### src/rtl/atm_terminal_pkg.sv
// Shared ATM definitions: state/operation codes, key codes, field widths.
package atm_terminal_pkg;

  localparam int unsigned CODE_W     = 3;
  localparam int unsigned KEY_W      = 4;
  localparam int unsigned DATA_W     = 16;
  localparam int unsigned ACC_W      = 4;
  localparam int unsigned MAX_DIGITS = 4;

  localparam logic TRUE  = 1'b1;
  localparam logic FALSE = 1'b0;

  // ATM state codes; operation codes reuse the same encoding so the ATM
  // reports the operation it is serving on atm_state.
  localparam logic [CODE_W-1:0] ATM_WAITING    = 3'd0;
  localparam logic [CODE_W-1:0] ATM_MENU       = 3'd1;
  localparam logic [CODE_W-1:0] ATM_BALANCE    = 3'd2;
  localparam logic [CODE_W-1:0] ATM_WITHDRAW   = 3'd3;
  localparam logic [CODE_W-1:0] ATM_DEPOSIT    = 3'd4;
  localparam logic [CODE_W-1:0] ATM_CHANGE_PIN = 3'd5;
  localparam logic [CODE_W-1:0] ATM_EXIT       = 3'd6;

  localparam logic [KEY_W-1:0] KEY_ENTER  = 4'hA;
  localparam logic [KEY_W-1:0] KEY_CANCEL = 4'hB;

  // True for decimal digit keys 0-9.
  function automatic logic key_is_digit(input logic [KEY_W-1:0] k);
    return (k <= 4'd9);
  endfunction

endpackage

### src/rtl/atm_digit_entry.sv
// Shared digit-entry helper: digit counter plus next-value computation for
// BCD shift (PIN) and decimal accumulation (amount). The caller owns the
// value registers; this block only tracks how many digits were taken.
module atm_digit_entry
  import atm_terminal_pkg::*;
(
  input  logic              clk,
  input  logic              rst_n,
  input  logic              clr,
  input  logic              digit_stb,
  input  logic [KEY_W-1:0]  digit,
  input  logic              full_only,
  input  logic [11:0]       cur_bcd_lo,
  input  logic [DATA_W-1:0] cur_bin,
  output logic              accept_c,
  output logic              over_c,
  output logic              enter_ok_c,
  output logic [DATA_W-1:0] nxt_bcd_c,
  output logic [DATA_W-1:0] nxt_bin_c
);

  logic [2:0] cnt_q;
  logic       room_c;

  // Digit acceptance and ENTER qualification from the current count.
  assign room_c     = (cnt_q < 3'(MAX_DIGITS));
  assign accept_c   = digit_stb && room_c;
  assign over_c     = digit_stb && !room_c;
  assign enter_ok_c = full_only ? (cnt_q == 3'(MAX_DIGITS)) : (cnt_q != 3'd0);

  // At most 4 digits are accumulated, so cur_bin <= 999 here and *10+9 fits.
  assign nxt_bcd_c = {cur_bcd_lo, digit};
  assign nxt_bin_c = cur_bin * 16'd10 + DATA_W'(digit);

  // Digit counter; cleared by the owner on every phase change.
  always_ff @(posedge clk or negedge rst_n) begin
    if (!rst_n) begin
      cnt_q <= 3'd0;
    end else if (clr) begin
      cnt_q <= 3'd0;
    end else if (accept_c) begin
      cnt_q <= cnt_q + 3'd1;
    end
  end

endmodule

### src/rtl/atm_terminal.sv
// ATM keypad terminal: collects account, PIN, operation and amount from a
// keypad and runs the request/response handshake with the ATM core.
// Optional idle timeout enabled by defining ATM_TERM_TIMEOUT_EN.
module atm_terminal
  import atm_terminal_pkg::*;
#(
  parameter int unsigned TIMEOUT_CYCLES = 1024,
  parameter int unsigned AUTH_WAIT      = 8
) (
  input  logic        clk,
  input  logic        rst_n,
  input  logic        key_valid,
  input  logic [3:0]  key_code,
  input  logic [2:0]  atm_state,
  input  logic [15:0] atm_balance,
  output logic [2:0]  operation,
  output logic [3:0]  acc_num,
  output logic [15:0] pin,
  output logic [15:0] amount,
  output logic [15:0] disp_balance,
  output logic        disp_valid,
  output logic        err,
  output logic        busy
);

  localparam int unsigned AW = $clog2(AUTH_WAIT + 1);

  localparam logic [3:0] ST_IDLE   = 4'd0;
  localparam logic [3:0] ST_ACC    = 4'd1;
  localparam logic [3:0] ST_PIN    = 4'd2;
  localparam logic [3:0] ST_AUTH   = 4'd3;
  localparam logic [3:0] ST_OPSEL  = 4'd4;
  localparam logic [3:0] ST_AMT    = 4'd5;
  localparam logic [3:0] ST_NEWPIN = 4'd6;
  localparam logic [3:0] ST_ISSUE  = 4'd7;
  localparam logic [3:0] ST_RESULT = 4'd8;

  logic [3:0]        state_q, state_d;
  logic [CODE_W-1:0] sel_op_q, sel_op_d;
  logic              issued_q, issued_d;
  logic [AW-1:0]     auth_cnt_q, auth_cnt_d;

  logic [CODE_W-1:0] operation_d;
  logic [ACC_W-1:0]  acc_num_d;
  logic [DATA_W-1:0] pin_d, amount_d, disp_balance_d;
  logic              disp_valid_d, err_d;

  logic              is_digit_c, atm_adv_c, key_c, cancel_c, timeout_c;
  logic              in_entry_c, entry_reset_c, ent_clr_c, ent_digit_c;
  logic              accept_c, over_c, enter_ok_c;
  logic [DATA_W-1:0] nxt_bcd_c, nxt_bin_c;

  // Key qualification; an advancing ATM response swallows a same-cycle key.
  assign is_digit_c = key_is_digit(key_code);
  assign atm_adv_c  = ((state_q == ST_AUTH) && (atm_state == ATM_MENU)) ||
                      ((state_q == ST_ISSUE) && issued_q && (atm_state == sel_op_q));
  assign key_c      = key_valid && !atm_adv_c;
  assign cancel_c   = key_c && (key_code == KEY_CANCEL) && (state_q != ST_IDLE);
  assign in_entry_c = (state_q == ST_PIN) || (state_q == ST_AMT) || (state_q == ST_NEWPIN);
  assign ent_digit_c = key_c && is_digit_c && in_entry_c;
  assign ent_clr_c  = entry_reset_c || (state_d != state_q);

  atm_digit_entry u_digit_entry (
    .clk        (clk),
    .rst_n      (rst_n),
    .clr        (ent_clr_c),
    .digit_stb  (ent_digit_c),
    .digit      (key_code),
    .full_only  (state_q != ST_AMT),
    .cur_bcd_lo (pin[11:0]),
    .cur_bin    (amount),
    .accept_c   (accept_c),
    .over_c     (over_c),
    .enter_ok_c (enter_ok_c),
    .nxt_bcd_c  (nxt_bcd_c),
    .nxt_bin_c  (nxt_bin_c)
  );

`ifdef ATM_TERM_TIMEOUT_EN
  localparam int unsigned TW = $clog2(TIMEOUT_CYCLES + 1);
  logic [TW-1:0] to_cnt_q;

  assign timeout_c = (state_q != ST_IDLE) && !key_valid && !atm_adv_c &&
                     (to_cnt_q == TW'(TIMEOUT_CYCLES - 1));

  // Inactivity counter: reloads on any key or state change, parked in IDLE.
  always_ff @(posedge clk or negedge rst_n) begin
    if (!rst_n) begin
      to_cnt_q <= '0;
    end else if ((state_d == ST_IDLE) || key_valid || (state_d != state_q)) begin
      to_cnt_q <= '0;
    end else begin
      to_cnt_q <= to_cnt_q + TW'(1);
    end
  end
`else
  logic unused_timeout;
  assign timeout_c      = FALSE;
  assign unused_timeout = ^32'(TIMEOUT_CYCLES);
`endif

  // Next-state and next-output logic.
  always_comb begin
    state_d        = state_q;
    sel_op_d       = sel_op_q;
    issued_d       = FALSE;
    auth_cnt_d     = '0;
    operation_d    = operation;
    acc_num_d      = acc_num;
    pin_d          = pin;
    amount_d       = amount;
    disp_balance_d = disp_balance;
    disp_valid_d   = FALSE;
    err_d          = FALSE;
    entry_reset_c  = FALSE;

    if (cancel_c || timeout_c) begin
      state_d     = ST_IDLE;
      operation_d = ATM_EXIT;
      acc_num_d   = '0;
      pin_d       = '0;
      amount_d    = '0;
      err_d       = timeout_c;
    end else begin
      case (state_q)
        ST_IDLE: begin
          operation_d = ATM_EXIT;
          if (key_c && is_digit_c) begin
            acc_num_d = key_code;
            state_d   = ST_ACC;
          end
        end
        ST_ACC: begin
          state_d = ST_PIN;
        end
        ST_PIN, ST_NEWPIN: begin
          if (accept_c) begin
            pin_d = nxt_bcd_c;
          end else if (over_c) begin
            err_d = TRUE;
          end else if (key_c && (key_code == KEY_ENTER)) begin
            if (enter_ok_c) begin
              state_d = (state_q == ST_PIN) ? ST_AUTH : ST_ISSUE;
            end else begin
              err_d         = TRUE;
              pin_d         = '0;
              entry_reset_c = TRUE;
            end
          end
        end
        ST_AUTH: begin
          if (atm_state == ATM_MENU) begin
            state_d     = ST_OPSEL;
            operation_d = ATM_MENU;
          end else if (auth_cnt_q == AW'(AUTH_WAIT - 1)) begin
            state_d     = ST_IDLE;
            operation_d = ATM_EXIT;
            pin_d       = '0;
            err_d       = TRUE;
          end else begin
            auth_cnt_d = auth_cnt_q + AW'(1);
          end
        end
        ST_OPSEL: begin
          if (key_c && is_digit_c) begin
            case (key_code)
              4'd1: begin
                sel_op_d = ATM_BALANCE;
                state_d  = ST_ISSUE;
              end
              4'd2: begin
                sel_op_d = ATM_WITHDRAW;
                amount_d = '0;
                state_d  = ST_AMT;
              end
              4'd3: begin
                sel_op_d = ATM_DEPOSIT;
                amount_d = '0;
                state_d  = ST_AMT;
              end
              4'd4: begin
                sel_op_d = ATM_CHANGE_PIN;
                pin_d    = '0;
                state_d  = ST_NEWPIN;
              end
              4'd5: begin
                operation_d = ATM_EXIT;
                pin_d       = '0;
                state_d     = ST_IDLE;
              end
              default: err_d = TRUE;
            endcase
          end
        end
        ST_AMT: begin
          if (accept_c) begin
            amount_d = nxt_bin_c;
          end else if (over_c) begin
            err_d = TRUE;
          end else if (key_c && (key_code == KEY_ENTER)) begin
            if (enter_ok_c) begin
              state_d = ST_ISSUE;
            end else begin
              err_d = TRUE;
            end
          end
        end
        ST_ISSUE: begin
          issued_d = TRUE;
          if (!issued_q) begin
            operation_d = sel_op_q;
          end else if (atm_state == sel_op_q) begin
            issued_d = FALSE;
            state_d  = ST_RESULT;
          end
        end
        ST_RESULT: begin
          disp_balance_d = atm_balance;
          disp_valid_d   = TRUE;
          amount_d       = '0;
          operation_d    = ATM_MENU;
          state_d        = ST_OPSEL;
        end
        default: begin
          state_d     = ST_IDLE;
          operation_d = ATM_EXIT;
        end
      endcase
    end
  end

  // State and registered outputs.
  always_ff @(posedge clk or negedge rst_n) begin
    if (!rst_n) begin
      state_q      <= ST_IDLE;
      sel_op_q     <= ATM_MENU;
      issued_q     <= FALSE;
      auth_cnt_q   <= '0;
      operation    <= ATM_EXIT;
      acc_num      <= '0;
      pin          <= '0;
      amount       <= '0;
      disp_balance <= '0;
      disp_valid   <= FALSE;
      err          <= FALSE;
      busy         <= FALSE;
    end else begin
      state_q      <= state_d;
      sel_op_q     <= sel_op_d;
      issued_q     <= issued_d;
      auth_cnt_q   <= auth_cnt_d;
      operation    <= operation_d;
      acc_num      <= acc_num_d;
      pin          <= pin_d;
      amount       <= amount_d;
      disp_balance <= disp_balance_d;
      disp_valid   <= disp_valid_d;
      err          <= err_d;
      busy         <= (state_d != ST_IDLE);
    end
  end

endmodule

### config.mk
export PLATFORM = sky130hd
export DESIGN_NAME = atm_terminal
export DESIGN_NICKNAME = d
export VERILOG_FILES = /design/src/rtl/atm_terminal_pkg.sv /design/src/rtl/atm_digit_entry.sv /design/src/rtl/atm_terminal.sv
export SDC_FILE = /design/constraint.sdc
export NUM_CORES = 1
export LEC_CHECK = 0
export ABC_AREA = 1
export CAP_MARGIN = 30
export CORE_MARGIN = 1
export CORE_UTILIZATION = 36
export CTS_BUF_LIST = sky130_fd_sc_hd__clkbuf_8
export DETAILED_ROUTE_END_ITERATION = 10
export PLACE_DENSITY = 0.6
export SLEW_MARGIN = 20
export SYNTH_ARGS = -nofsm -noshare
export SYNTH_HDL_FRONTEND = slang
export SYNTH_SLANG_ARGS = --single-unit
### constraint.sdc
create_clock -name clk -period 4.5 [get_ports clk]
set_clock_uncertainty 0.2 [all_clocks]
set_input_delay 0.675 -clock clk [delete_from_list [all_inputs] [get_ports clk]]
set_output_delay 0.675 -clock clk [all_outputs]
set_load 0.03 [all_outputs]
## Yosys cells after proc, flatten, opt, wreduce, memory -nomap -nowiden

Cells that the tools add are included.

- Memories: 0
- Bits in registers: 73
- Logic and storage cells: 164
- Bits in read-only memories: 0
- Output and inout port bits: 58
- RAM bits: 0
- Bits in latches: 0
- Bits of input ports: 26

- Equal/unequal tests: 34
- $add $sub $neg: 3
- Divide/modulo/power cells: 0
- Shifts and indexed selects: 0
- Reductions and logical operators: 39
- Bitwise gates (word level): 1
- Magnitude comparators: 2
- Muxes and demuxes: 71
- $mul: 1

Operators by type and width:

| cell | number |
|---|---|
| two-way mux 16 bit | 13 |
| case mux 16 bit (3 select lines) | 2 |
| two-way mux 4 bit | 22 |
| case mux 4 bit (8 select lines) | 1 |
| == test 4 x 3 -> 1 bit, second input constant | 7 |
| two-way mux 3 bit | 9 |
| inequality test 3 bit, second input constant | 7 |
| two-way mux 1 bit | 20 |
| nonzero test 4 bit | 5 |
| adder 16 x 4 -> 16 bit | 1 |
| == test 4 x 2 -> 1 bit, second input constant | 4 |
| multiplier 16 x 3 -> 15 bit, second input constant | 1 |
| case mux 4 bit (4 select lines) | 1 |
| case mux 3 bit (5 select lines) | 1 |
| == test 4 bit, second input constant | 3 |
| inequality test 4 bit, second input constant | 3 |
| case mux 3 bit (4 select lines) | 1 |
| logical AND 1 bit | 11 |
| == test 4 x 1 -> 1 bit, second input constant | 2 |
| AND reduction 4 bit | 2 |
| AND reduction 8 bit | 1 |
| nonzero test 2 bit | 3 |
| OR reduction 2 bit | 3 |
| AND reduction 5 bit | 1 |
| 22 further kinds | 27 |

## Depth between registers and ports, before layout

Gate-level depths: netlist of run 1.

- Depth after elaboration: 16
- Depth in mapped cells: 17
- Mapped depth without buffers: 17

## By module

From an unflattened synthesis of run 1, not the netlist that was laid out.

- Cells, all modules: 683
- Area total of the unflattened synthesis: 5246.3 um^2

By module, submodules not included:

| module | cells an instance | area each (um^2) | sequential area each (um^2) | times used |
|---|---|---|---|---|
| atm_terminal | 430 | 3652.3 | 1755.4 | 1 |
| atm_digit_entry | 253 | 1594.0 | 75.1 | 1 |

## Worst setup path after synthesis of run 1

Ideal clock, no wire load.

- Kind: register -> register
- Start point: register amount[1]
- End point: register amount[15]
- Clock period less this slack: 2857 ps
- Buffers on the path: 0
- Setup time: 117 ps
- Setup slack: 1643 ps
- Data required time: 4183 ps
- Stages on the path, launching flop included: 15
- Data arrival time: 2539 ps
- Cells stage by stage: dfrtp_1 > ha_1 > ha_1 > inv_1 > fa_1 > xnor2_1 > nand3_1 > nor2_1 > nand2_1 > nor2_1 > nand4_1 > nor2_1 > nand3_1 > nand3_1 > nand2_1

- Longest elaborated chain between the ends: 5

RTL lines:

| what | line | RTL |
|---|---|---|
| start: declaration | atm_terminal.sv:19 | `output logic [15:0] amount,` |
| start signal: assignment | atm_terminal.sv:255 | `amount <= amount_d;` |
| multiplier 16 x 3 -> 15 bit | atm_digit_entry.sv:33 | `assign nxt_bin_c = cur_bin * 16'd10 + DATA_W'(digit);` |
| adder 16 x 4 -> 16 bit | atm_digit_entry.sv:33 |  |
| two-way mux 16 bit | atm_terminal.sv:196 | `if (accept_c) begin` |
| case mux 16 bit (3 select lines) | atm_terminal.sv:125 | `case (state_q)` |
| two-way mux 16 bit | atm_terminal.sv:117 | `if (cancel_c \|\| timeout_c) begin` |

No other way between the ends. The select of a mux whose other input is x is not followed.
A chain may end at the register's enable or synchronous reset.

## Worst setup path after layout of run 1

- Start point: input port atm_state[0]
- End point: register pin[12]

- Longest elaborated chain between the ends: 11
- Elaborated cells on any way between the ends: 26
- Classes of those cells: eq/ne (9); mux (3); reduce/logical (14)

RTL lines:

| what | line | RTL |
|---|---|---|
| start: declaration | atm_terminal.sv:14 | `input logic [2:0] atm_state,` |
| == test 3 x 1 -> 1 bit / == test 3 bit (equally long branches) | atm_terminal.sv:55, atm_terminal.sv:152, atm_terminal.sv:56 |  |
| logical AND 1 bit (on tied branches) | atm_terminal.sv:55, atm_terminal.sv:56 |  |
| logical OR 1 bit | atm_terminal.sv:55 | `assign atm_adv_c = ((state_q == ST_AUTH) && (atm_state == ATM_MENU)) \|\|` |
| logical NOT 1 bit | atm_terminal.sv:57 | `assign key_c = key_valid && !atm_adv_c;` |
| logical AND 1 bit | atm_terminal.sv:57 |  |
| logical AND 1 bit | atm_terminal.sv:60, atm_terminal.sv:165 |  |
| logical AND 1 bit | atm_terminal.sv:60 | `assign ent_digit_c = key_c && is_digit_c && in_entry_c;` |
| logical AND 1 bit | atm_digit_entry.sv:27 | `assign accept_c = digit_stb && room_c;` |
| two-way mux 16 bit | atm_terminal.sv:137 | `if (accept_c) begin` |
| case mux 16 bit (3 select lines) | atm_terminal.sv:125 |  |
| two-way mux 16 bit | atm_terminal.sv:117 |  |
| end signal: assignment | atm_terminal.sv:254 | `pin <= pin_d;` |
| end: declaration | atm_terminal.sv:18 | `output logic [15:0] pin,` |

Parallel ways exist; a longest one is shown, timed or not.

==> run summary, run 1 <==
Outcome: completed
DRT antenna net count: 0
CTS max path bufs: 2
Iteration-0 DRC Markers: 200
Critical path capture point type: flip-flop
Unrepaired setup endpoints after global routing: false
PD cells: 500 nW/µm²
Critical Path RT: 4.58 ns
Die Wd: 117 µm
Arr. time, crit path: 3.37 ns
Num rows: 41
Crit path buffers/inverters: 4
Register bit total from synthesis: 73
Hold buffers post-CTS: 0
Post-route minimum period: 3.29 ns
Synthesized area: 4770 µm²
Cell mode on critical path: nand2_2
Layout area overhead: 24.3%
Setup Viol. Count Final: 0
Post-Syn Nets: 678
Worst-skew pair later-pin latency: 0.36 ns
Post-CTS setup buffer count: 0
Post-Route WL: 11.2 mm
Period utilization: 73.2%
CP top delay family: simple AND/OR/NAND/NOR gates
DR DRC count: 0
Gpl congestion: 0.892
Leak: 3.02 nW
I/O Pins: 84
First drt pass iteration count: 4
DP Area: 5730 µm²
Vias per std cell: 4.77
First-pass GRT wire length: 19.1 mm
GRT overflow: 0
Largest net degree at the start of global routing: 74
MaxCap Viol Count: 0
N_diodes: 0
Share of cells above drive strength 1: 10.3%
Synth unique cells: 42
Initial Util: 37.3%
Max_slew headroom: 39.1%
Hold crit path type: in2async
Setup TNS: 0 ns
Die area: 13700 µm²
Cells after Synth: 621
Cts repair resizes: 0
CP max-delay cell: o211ai_4
Vias: 4214
Worst Tran Pin Value: 0.909 ns
Critical R2R Capture: amount[15]$_DFFE_PN0P_
Cell area after layout: 5920 µm²
Reg-to-Reg Start: amount[1]$_DFFE_PN0P_
H-tree levels: 3
Seq/Total Area, Yosys: 38.4%
Die H: 117 µm
Initial antenna violation count: 0
CP max stage delay: 0.74 ns
Synthesized area per cell: 7.67 µm²
IO Port Bufs: 83
Fmax: 0.304 GHz
Routed WL per cell: 12.7 µm
HPWL Detailed: 8.48 mm
Layout Utilization: 46.4%
Worst VDD drop: 226 µV
Clock transition at path regs: 0.08 ns
Reg2reg setup slack: 1.42 ns
Root Driver: clkbuf_8
WS Path Type: in2reg
Power Total: 2.96 mW
Worst setup SP type: input port
Sink Count: 73
Critical path, cell by cell: clkdlybuf4s50_1 -> inv_1 -> nand2_1 -> nand2_1 -> nor2_1 -> nand3_4 -> nand2_2 -> inv_2 -> nand2_4 -> nand2_2 -> o211ai_4 -> buf_4 -> nand2_2 -> o21ai_2
Final Non-Filler Cells: 884
CTS buffer count: 9
Final Max Slew Viols: 0
CTS tree: built
CP Max Fanout: 29
Number of global-route vias before repair: 4128
Filler cells: 1269
Cell count after placement: 867
R2R depth: 14
Hold Violations, Final: 0
Core ar.: 12800 µm²
Synth warn: 0
Final #Nets: 764
Overall routing resource usage: 18.0%
[cell usage in the layout (no fill, tap or decap), drive strengths merged, types with 2 or more instances in the layout]
cell and count:
clkinvlp 2, fa 2, nor2 61, dfrtp 70, o21ai 45, a41oi 2
o21bai 2, clkdlybuf4s50 82, or2 6, inv 85, o211ai 3, nor3 11
dfstp 3, nand3 42, clkbuf 10, ha 29, buf 3, nand4 15
xor2 6, nand3b 5, xnor2 6, nand2 204, a21oi 12
[layout make-up]
type | count | area [µm²] | share of cell area, %
tap | 172 | 215 | 3.63
sequential | 73 | 1830 | 30.9
clock buffer | 10 | 138 | 2.32
timing repair buffer | 85 | 863 | 14.6
inverter | 82 | 308 | 5.20
clock inverter | 6 | 30.0 | 0.507
multi-input combinational | 456 | 2540 | 42.9
[sequential cells by signal, summed over array words and instances, names as in the netlist]
register,cells
amount,16
u_digit_entry.cnt_q,3
issued_q,1
busy,1
auth_cnt_q,4
acc_num,4
disp_valid,1
pin,16
disp_balance,16
state_q,4
err,1
sel_op_q,3
operation,3
[stage by stage]
step | hold WS [ns] | setup WS (ns)
after floorplan | 0.179 | 1.64
after global placement | 0.261 | 0.985
after detailed placement | 0.269 | 0.860
after CTS | 0.277 | 1.26
after global routing | 0.00835 | 0.959
final | 0.00202 | 1.21
[worst reg2reg max path, delay by kind of cell (launching register included)]
kind / cells / cell delay, ns
DFF: 1 / 0.47
adders and majority gates: 3 / 0.90
xor gates and xnor gates: 1 / 0.34
buffers and inverters: 1 / 0.06
and+or+nand+nor: 9 / 1.01
[cells in the mapped netlist]
cell type / instances / share of area, %
a211oi_1: 1 / 0.16
a21boi_0: 1 / 0.16
a21oi_1: 11 / 1.2
a21oi_2: 1 / 0.18
a32oi_1: 1 / 0.18
a41oi_1: 2 / 0.37
buf_2: 4 / 0.42
buf_6: 6 / 1.4
clkinv_1: 1 / 0.079
dfrtp_1: 70 / 37
dfstp_2: 3 / 1.7
fa_1: 2 / 0.84
ha_1: 29 / 7.6
inv_1: 74 / 5.8
inv_2: 7 / 0.55
nand2_1: 192 / 15
nand2_2: 8 / 1.1
nand2_4: 4 / 0.95
nand3_1: 40 / 4.2
nand3_2: 1 / 0.21
nand3_4: 1 / 0.37
nand3b_1: 4 / 0.63
nand3b_4: 1 / 0.42
nand4_1: 13 / 1.7
nand4_2: 2 / 0.52
nor2_1: 53 / 4.2
nor2_2: 2 / 0.26
nor2_4: 6 / 1.4
nor3_1: 9 / 0.95
nor3_2: 2 / 0.42
o211ai_1: 2 / 0.31
o211ai_4: 1 / 0.45
o21a_1: 1 / 0.16
o21ai_0: 20 / 2.1
o21ai_1: 11 / 1.2
o21ai_2: 14 / 2.6
o21bai_1: 2 / 0.31
o311ai_0: 1 / 0.18
or2_1: 1 / 0.13
or2_2: 5 / 0.66
xnor2_1: 6 / 1.1
xor2_1: 6 / 1.1
[where the power goes]
| part | switching, mW | internal [mW] |
|---|---|---|
| clock | 0.251 | 0.207 |
| combinational | 1.02 | 0.569 |
| sequential | 0.133 | 0.785 |
[logic make-up after synthesis]
logic type	Yosys count	synth area share (%)
AND/OR/NAND/NOR	344	33.2
adder cells (fa/ha/maj)	31	8.45
buffers and inverters	92	8.30
AO/OA/AOI/OAI	69	9.45
XOR/XNOR	12	2.21
flip-flops	73	38.4
[worst max path at each step]
stage / endpoint / from / slack, ns / cells past startpoint
after floorplan: amount[15]$_DFFE_PN0P_ / amount[1]$_DFFE_PN0P_ / 1.64 / 14
after CTS: pin[12]$_DFFE_PN0P_ / atm_state[0] / 1.26 / 14
after global routing: amount[15]$_DFFE_PN0P_ / key_code[1] / 0.96 / 16
final: pin[12]$_DFFE_PN0P_ / atm_state[0] / 1.21 / 14
after global placement: pin[12]$_DFFE_PN0P_ / atm_state[0] / 0.99 / 14
after detailed placement: pin[12]$_DFFE_PN0P_ / atm_state[0] / 0.86 / 14
[layer usage]
layer / vias to the layer above / share of wire, % / GRT usage (%)
li1: 2163 / - / -
met1: 1971 / 48 / 22.9
met2: 62 / 48 / 29.7
met3: 18 / 2.8 / 3.91
met4: 0 / 1.8 / 7.09
met5: - / 0 / 0
Power figures use the tool's default switching activity.
==> inputs of run 2 (changes only) <==
==> constraint.sdc (replaced) <==
create_clock -name clk -period 3.4 [get_ports clk]
set_clock_uncertainty 0.2 [all_clocks]
set_input_delay 0.51 -clock clk [delete_from_list [all_inputs] [get_ports clk]]
set_output_delay 0.51 -clock clk [all_outputs]
set_load 0.03 [all_outputs]
==> run 2 against run 1 <==
Core utilization is 0.52 points higher; register-to-register slack got worse by 1.1 ns; via count increased by 0.28%; hold slack better by 0.28 ns; setup slack got worse by 0.84 ns; non-clock buffer count increased by 5; first-iteration DRC count decreased by 11%; sequential share of layout area shrank 0.34 points; sequential cell count is the same; clock power grew 38%; die area stayed put; global-route usage shrank 0.22 points; highest routed layer unchanged.
==> run summary, run 2 (same netlist as run 1, synthesis figures left out) <==
Outcome: completed
Root Driver: clkbuf_8
DR DRC count: 0
CTS tree: built
Gpl congestion: 0.863
Max_slew headroom: 72.6%
CTS max path bufs: 2
Number of global-route vias before repair: 4172
Share of cells above drive strength 1: 11.3%
H-tree levels: 3
Crit path buffers/inverters: 1
Unrepaired setup endpoints after global routing: false
CP top delay family: simple AND/OR/NAND/NOR gates
Final Max Slew Viols: 0
IO Port Bufs: 83
Leak: 3.04 nW
Commonest cells after routing, fill and taps aside: nand2_1 (192), clkdlybuf4s50_1 (82), inv_1 (74), dfrtp_1 (70), nor2_1 (53)
Critical path capture point type: flip-flop
Setup Viol. Count Final: 0
Num rows: 41
Post-Route WL: 11.1 mm
Final Non-Filler Cells: 889
Setup TNS: 0 ns
I/O Pins: 84
Worst VDD drop: 391 µV
Routed WL per cell: 12.5 µm
Initial Util: 37.3%
Critical path, cell by cell: ha_1 -> ha_1 -> inv_1 -> fa_1 -> xnor2_1 -> nand3_1 -> nor2_1 -> nand2_1 -> nor2_1 -> nand4_1 -> nor2_1 -> nand3_1 -> nand3_1 -> nand2_1
Post-route minimum period: 3.03 ns
Vias: 4226
First drt pass iteration count: 4
Cell area after layout: 5990 µm²
DRT antenna net count: 0
HPWL Detailed: 8.34 mm
First-pass GRT wire length: 19.0 mm
CP max stage delay: 0.44 ns
Worst Tran Pin Value: 0.409 ns
Initial antenna violation count: 0
Die H: 117 µm
Clock transition at path regs: 0.08 ns
Core ar.: 12800 µm²
CP Max Fanout: 5
Layout area overhead: 25.7%
DP Area: 5770 µm²
Critical Path RT: 3.46 ns
N_diodes: 0
Hold crit path type: reg2reg
WS Path Type: reg2reg
Hold Violations, Final: 0
Most common cell after layout, fill and taps aside: nand2_1
Post-CTS setup buffer count: 0
Filler cells: 1262
Arr. time, crit path: 3.09 ns
Die area: 13700 µm²
Vias per std cell: 4.75
Cell count after placement: 871
GRT overflow: 0
Biggest regs: amount (16), disp_balance (16), pin (16)
PD cells: 662 nW/µm²
Worst setup SP type: flip-flop
Largest net degree at the start of global routing: 74
Fmax: 0.330 GHz
Sink Count: 73
Period utilization: 89.2%
CTS buffer count: 9
Overall routing resource usage: 17.7%
Worst-skew pair later-pin latency: 0.37 ns
Final #Nets: 769
CP max-delay cell: dfrtp_1
Iteration-0 DRC Markers: 179
MaxCap Viol Count: 0
Die Wd: 117 µm
-- run 2: cell count changes in the layout (fill, tap and decap cells not counted), sizes merged --
cell,delta
buf,+4
clkbuf,+1
clkinv,+3
dlygate4sd3,+1
inv,-4
-- run 2: tightest hold or removal path: stages (launching register included) --
cell	delay [ns]
dfrtp_1	0.35
nand2_1	0.05
nand2_1	0.06
-- run 2: power by group --
| group | switching (mW) | total (mW) | internal, mW |
|---|---|---|---|
| registers | 0.171 | 1.21 | 1.04 |
| logic | 1.34 | 2.12 | 0.779 |
| clock network | 0.334 | 0.634 | 0.300 |
| total | 1.85 | 3.97 | 2.12 |
-- run 2: worst paths after layout --
check | from | end | slack [ns] | cells past startpoint
max | amount[1]$_DFFE_PN0P_ | amount[15]$_DFFE_PN0P_ | 0.37 | 14
min | disp_balance[4]$_DFFE_PN0P_ | disp_balance[4]$_DFFE_PN0P_ | 0.28 | 2
max reg2reg | amount[1]$_DFFE_PN0P_ | amount[15]$_DFFE_PN0P_ | 0.37 | 14
min reg2reg | disp_balance[4]$_DFFE_PN0P_ | disp_balance[4]$_DFFE_PN0P_ | 0.28 | 2
max in group asynchronous | rst_n | pin[9]$_DFFE_PN0P_ | 2.05 | 3
min in group asynchronous | rst_n | disp_balance[14]$_DFFE_PN0P_ | 0.40 | 2
-- run 2: routing by layer --
layer / vias up / wire length [µm] / global-route usage (%)
met4: 0 / 125 / 4.81
met3: 12 / 389 / 4.74
met2: 71 / 5330 / 29.9
met5: - / 0 / 0
li1: 2172 / - / -
met1: 1971 / 5230 / 22.4
-- run 2: area by class of cell --
type	count	area, µm²	area share, %
clock buffers	11	151	2.53
flip-flops and latches	73	1830	30.6
inverters	82	308	5.14
repair buffers	90	916	15.3
multi-input cells	456	2540	42.4
well taps	172	215	3.59
clock inverters	5	30.0	0.501
-- run 2: metrics by stage --
stage	hold WS (ns)	setup slack, ns	util [%]	total power, mW
4_1_cts	0.0987	0.383	46.6	4.00
3_5_place_dp	0.271	0.0985	45.2	3.34
5_1_grt	0.312	0.0258	46.9	4.31
2_1_floorplan	0.0144	0.543	-	2.73
6_report	0.285	0.367	46.9	3.97
3_3_place_gp	0.262	0.182	45.2	3.33
-- run 2: what timing repair did --
action	in CTS	in global routing
gates resized for setup	0	0
hold endpoints to repair	0	25
hold buffers	0	1
==> inputs of run 3 (changes only) <==
--- a/config.mk
+++ b/config.mk
@@ -7,12 +7,13 @@
 export LEC_CHECK = 0
 export ABC_AREA = 1
 export CAP_MARGIN = 30
+export CORE_ASPECT_RATIO = 2
 export CORE_MARGIN = 1
 export CORE_UTILIZATION = 36
 export CTS_BUF_LIST = sky130_fd_sc_hd__clkbuf_8
 export DETAILED_ROUTE_END_ITERATION = 10
 export PLACE_DENSITY = 0.6
-export SLEW_MARGIN = 20
+export SLEW_MARGIN = 25
 export SYNTH_ARGS = -nofsm -noshare
 export SYNTH_HDL_FRONTEND = slang
 export SYNTH_SLANG_ARGS = --single-unit
==> run 3 against run 2 <==
The run now ends with negative hold slack left; clock power increased by 24%; non-clock buffer count down 1; routed wire length is 12% higher; hold slack worse by 0.31 ns; critical path type unchanged; core utilization shrank 0.82 points; combinational power about the same; highest routed layer unchanged.
==> run summary, run 3 (same netlist as run 1, synthesis figures left out) <==
Outcome: finished, violations left
Violated checks: negative hold slack
Vias per std cell: 4.98
Critical path, cell by cell: ha_1 -> ha_1 -> inv_1 -> fa_1 -> nor2_1 -> nand2_1 -> nor2_1 -> nand4_1 -> nor2_1 -> inv_1 -> o21ai_0 -> nand3_1 -> nand2_1
IO Port Bufs: 83
Worst setup SP type: flip-flop
CP max-delay cell: dfrtp_1
I/O Pins: 84
Num rows: 59
Setup Viol. Count Final: 0
Core ar.: 13000 µm²
Sink Count: 73
Most common cell after layout, fill and taps aside: nand2_1
Post-route minimum period: 3.08 ns
Worst VDD drop: 377 µV
HPWL Detailed: 9.62 mm
Initial Util: 36.7%
CP top delay family: simple AND/OR/NAND/NOR gates
DR DRC count: 0
Pint: 2.25 mW
Sequential share of power: 29.4%
Hold WS: -0.0262 ns
WS Path Type: reg2reg
Filler cells: 1295
H-tree levels: 3
CTS max path bufs: 2
Initial antenna violation count: 0
Critical path capture point type: flip-flop
Die H: 165 µm
Largest net degree at the start of global routing: 74
Fmax: 0.325 GHz
Iteration-0 DRC Markers: 174
CTS tree: built
Max_slew headroom: 54.3%
Power Total: 4.14 mW
GRT overflow: 0
Worst Tran Pin Value: 0.685 ns
Clock transition at path regs: 0.09 ns
Unrepaired setup endpoints after global routing: false
Biggest regs: amount (16), disp_balance (16), pin (16)
Sw frac: 45.6%
CP max stage delay: 0.46 ns
First drt pass iteration count: 4
CP Max Fanout: 5
Root Driver: clkbuf_8
First-pass GRT wire length: 20.1 mm
Combinational Power Share: 51.6%
Met3 wire len: 238 µm
PD cells: 691 nW/µm²
Overall routing resource usage: 18.5%
Hold crit path type: in2async
Hold buffers post-CTS: 0
Cts repair resizes: 0
Gpl congestion: 0.864
Cell mode on critical path: nor2_1
Post-CTS setup buffer count: 0
Final Max Slew Viols: 0
Share of cells above drive strength 1: 11.3%
Worst-skew pair later-pin latency: 0.35 ns
Hold Violations, Final: 33
Routed length on met2: 7.05 mm
WL met1: 4.55 mm
Critical Path RT: 3.50 ns
Post-Route WL: 12.4 mm
Clock power share: 19.0%
Die Wd: 83.4 µm
MaxCap Viol Count: 0
DRT antenna net count: 0
Leak: 3.05 nW
Crit path buffers/inverters: 2
CTS buffer count: 9
Die area: 13700 µm²
Period utilization: 90.6%
Setup TNS: 0 ns
Routed WL per cell: 14.2 µm
Layout area overhead: 25.6%
Final #Nets: 768
Commonest cells after routing, fill and taps aside: nand2_1 (192), clkdlybuf4s50_1 (82), inv_1 (74), dfrtp_1 (70), nor2_1 (53)
N_diodes: 0
Sw power: 1.89 mW
Arr. time, crit path: 3.18 ns
Number of global-route vias before repair: 4271
Top sig layer: met4
Vias: 4326
run 3: power groups by stage:
stage	clock network, mW	logic, mW	registers, mW
after floorplan	0	1.31	1.42
final	0.788	2.13	1.22
after global routing	0.838	2.37	1.24
after detailed placement	0	2.14	1.24
after CTS	0.800	2.15	1.22
after global placement	0	2.10	1.23
run 3: path summary, 6_finish.rpt:
path | slack, ns | end | cells after the start | from
max in group asynchronous | 2.55 | state_q[3]$_DFF_PN0_ | 1 | rst_n
worst max-delay path | 0.32 | amount[12]$_DFFE_PN0P_ | 13 | amount[1]$_DFFE_PN0P_
worst max register to register | 0.32 | amount[12]$_DFFE_PN0P_ | 13 | amount[1]$_DFFE_PN0P_
min in group clk | 0.28 | disp_balance[5]$_DFFE_PN0P_ | 2 | disp_balance[5]$_DFFE_PN0P_
worst min-delay path | -0.03 | acc_num[0]$_DFFE_PN0P_ | 1 | rst_n
worst min register to register | 0.28 | disp_balance[5]$_DFFE_PN0P_ | 2 | disp_balance[5]$_DFFE_PN0P_
run 3: routing by layer:
layer,vias to the layer above,track usage [%]
met4,0,9.87
met2,79,36.8
met1,2049,18.2
li1,2165,-
met5,-,0
met3,33,2.35
run 3: stage by stage:
| step | worst slack [ns] | cells | instance area (µm²) | hold WS [ns] | utilization, % |
|---|---|---|---|---|---|
| after floorplan | 0.543 | 621 | 4770 | 0.0144 | - |
| after global placement | 0.0837 | 852 | 5750 | 0.263 | 44.3 |
| after detailed placement | 0.0914 | 852 | 5750 | 0.264 | 44.3 |
| after CTS | 0.303 | 868 | 5980 | 0.142 | 46.1 |
| after global routing | 0.107 | 868 | 5990 | 0.0243 | 46.1 |
| final | 0.321 | 868 | 5990 | -0.0262 | 46.1 |
run 3: final cells by class:
cell class	instances	area [µm²]	share of cell area (%)
clock buffer	10	138	2.30
clock inverter	6	91.3	1.53
inverter	82	308	5.14
multi-input combinational	456	2540	42.4
sequential	73	1830	30.6
tap	152	190	3.18
timing repair buffer	89	890	14.9
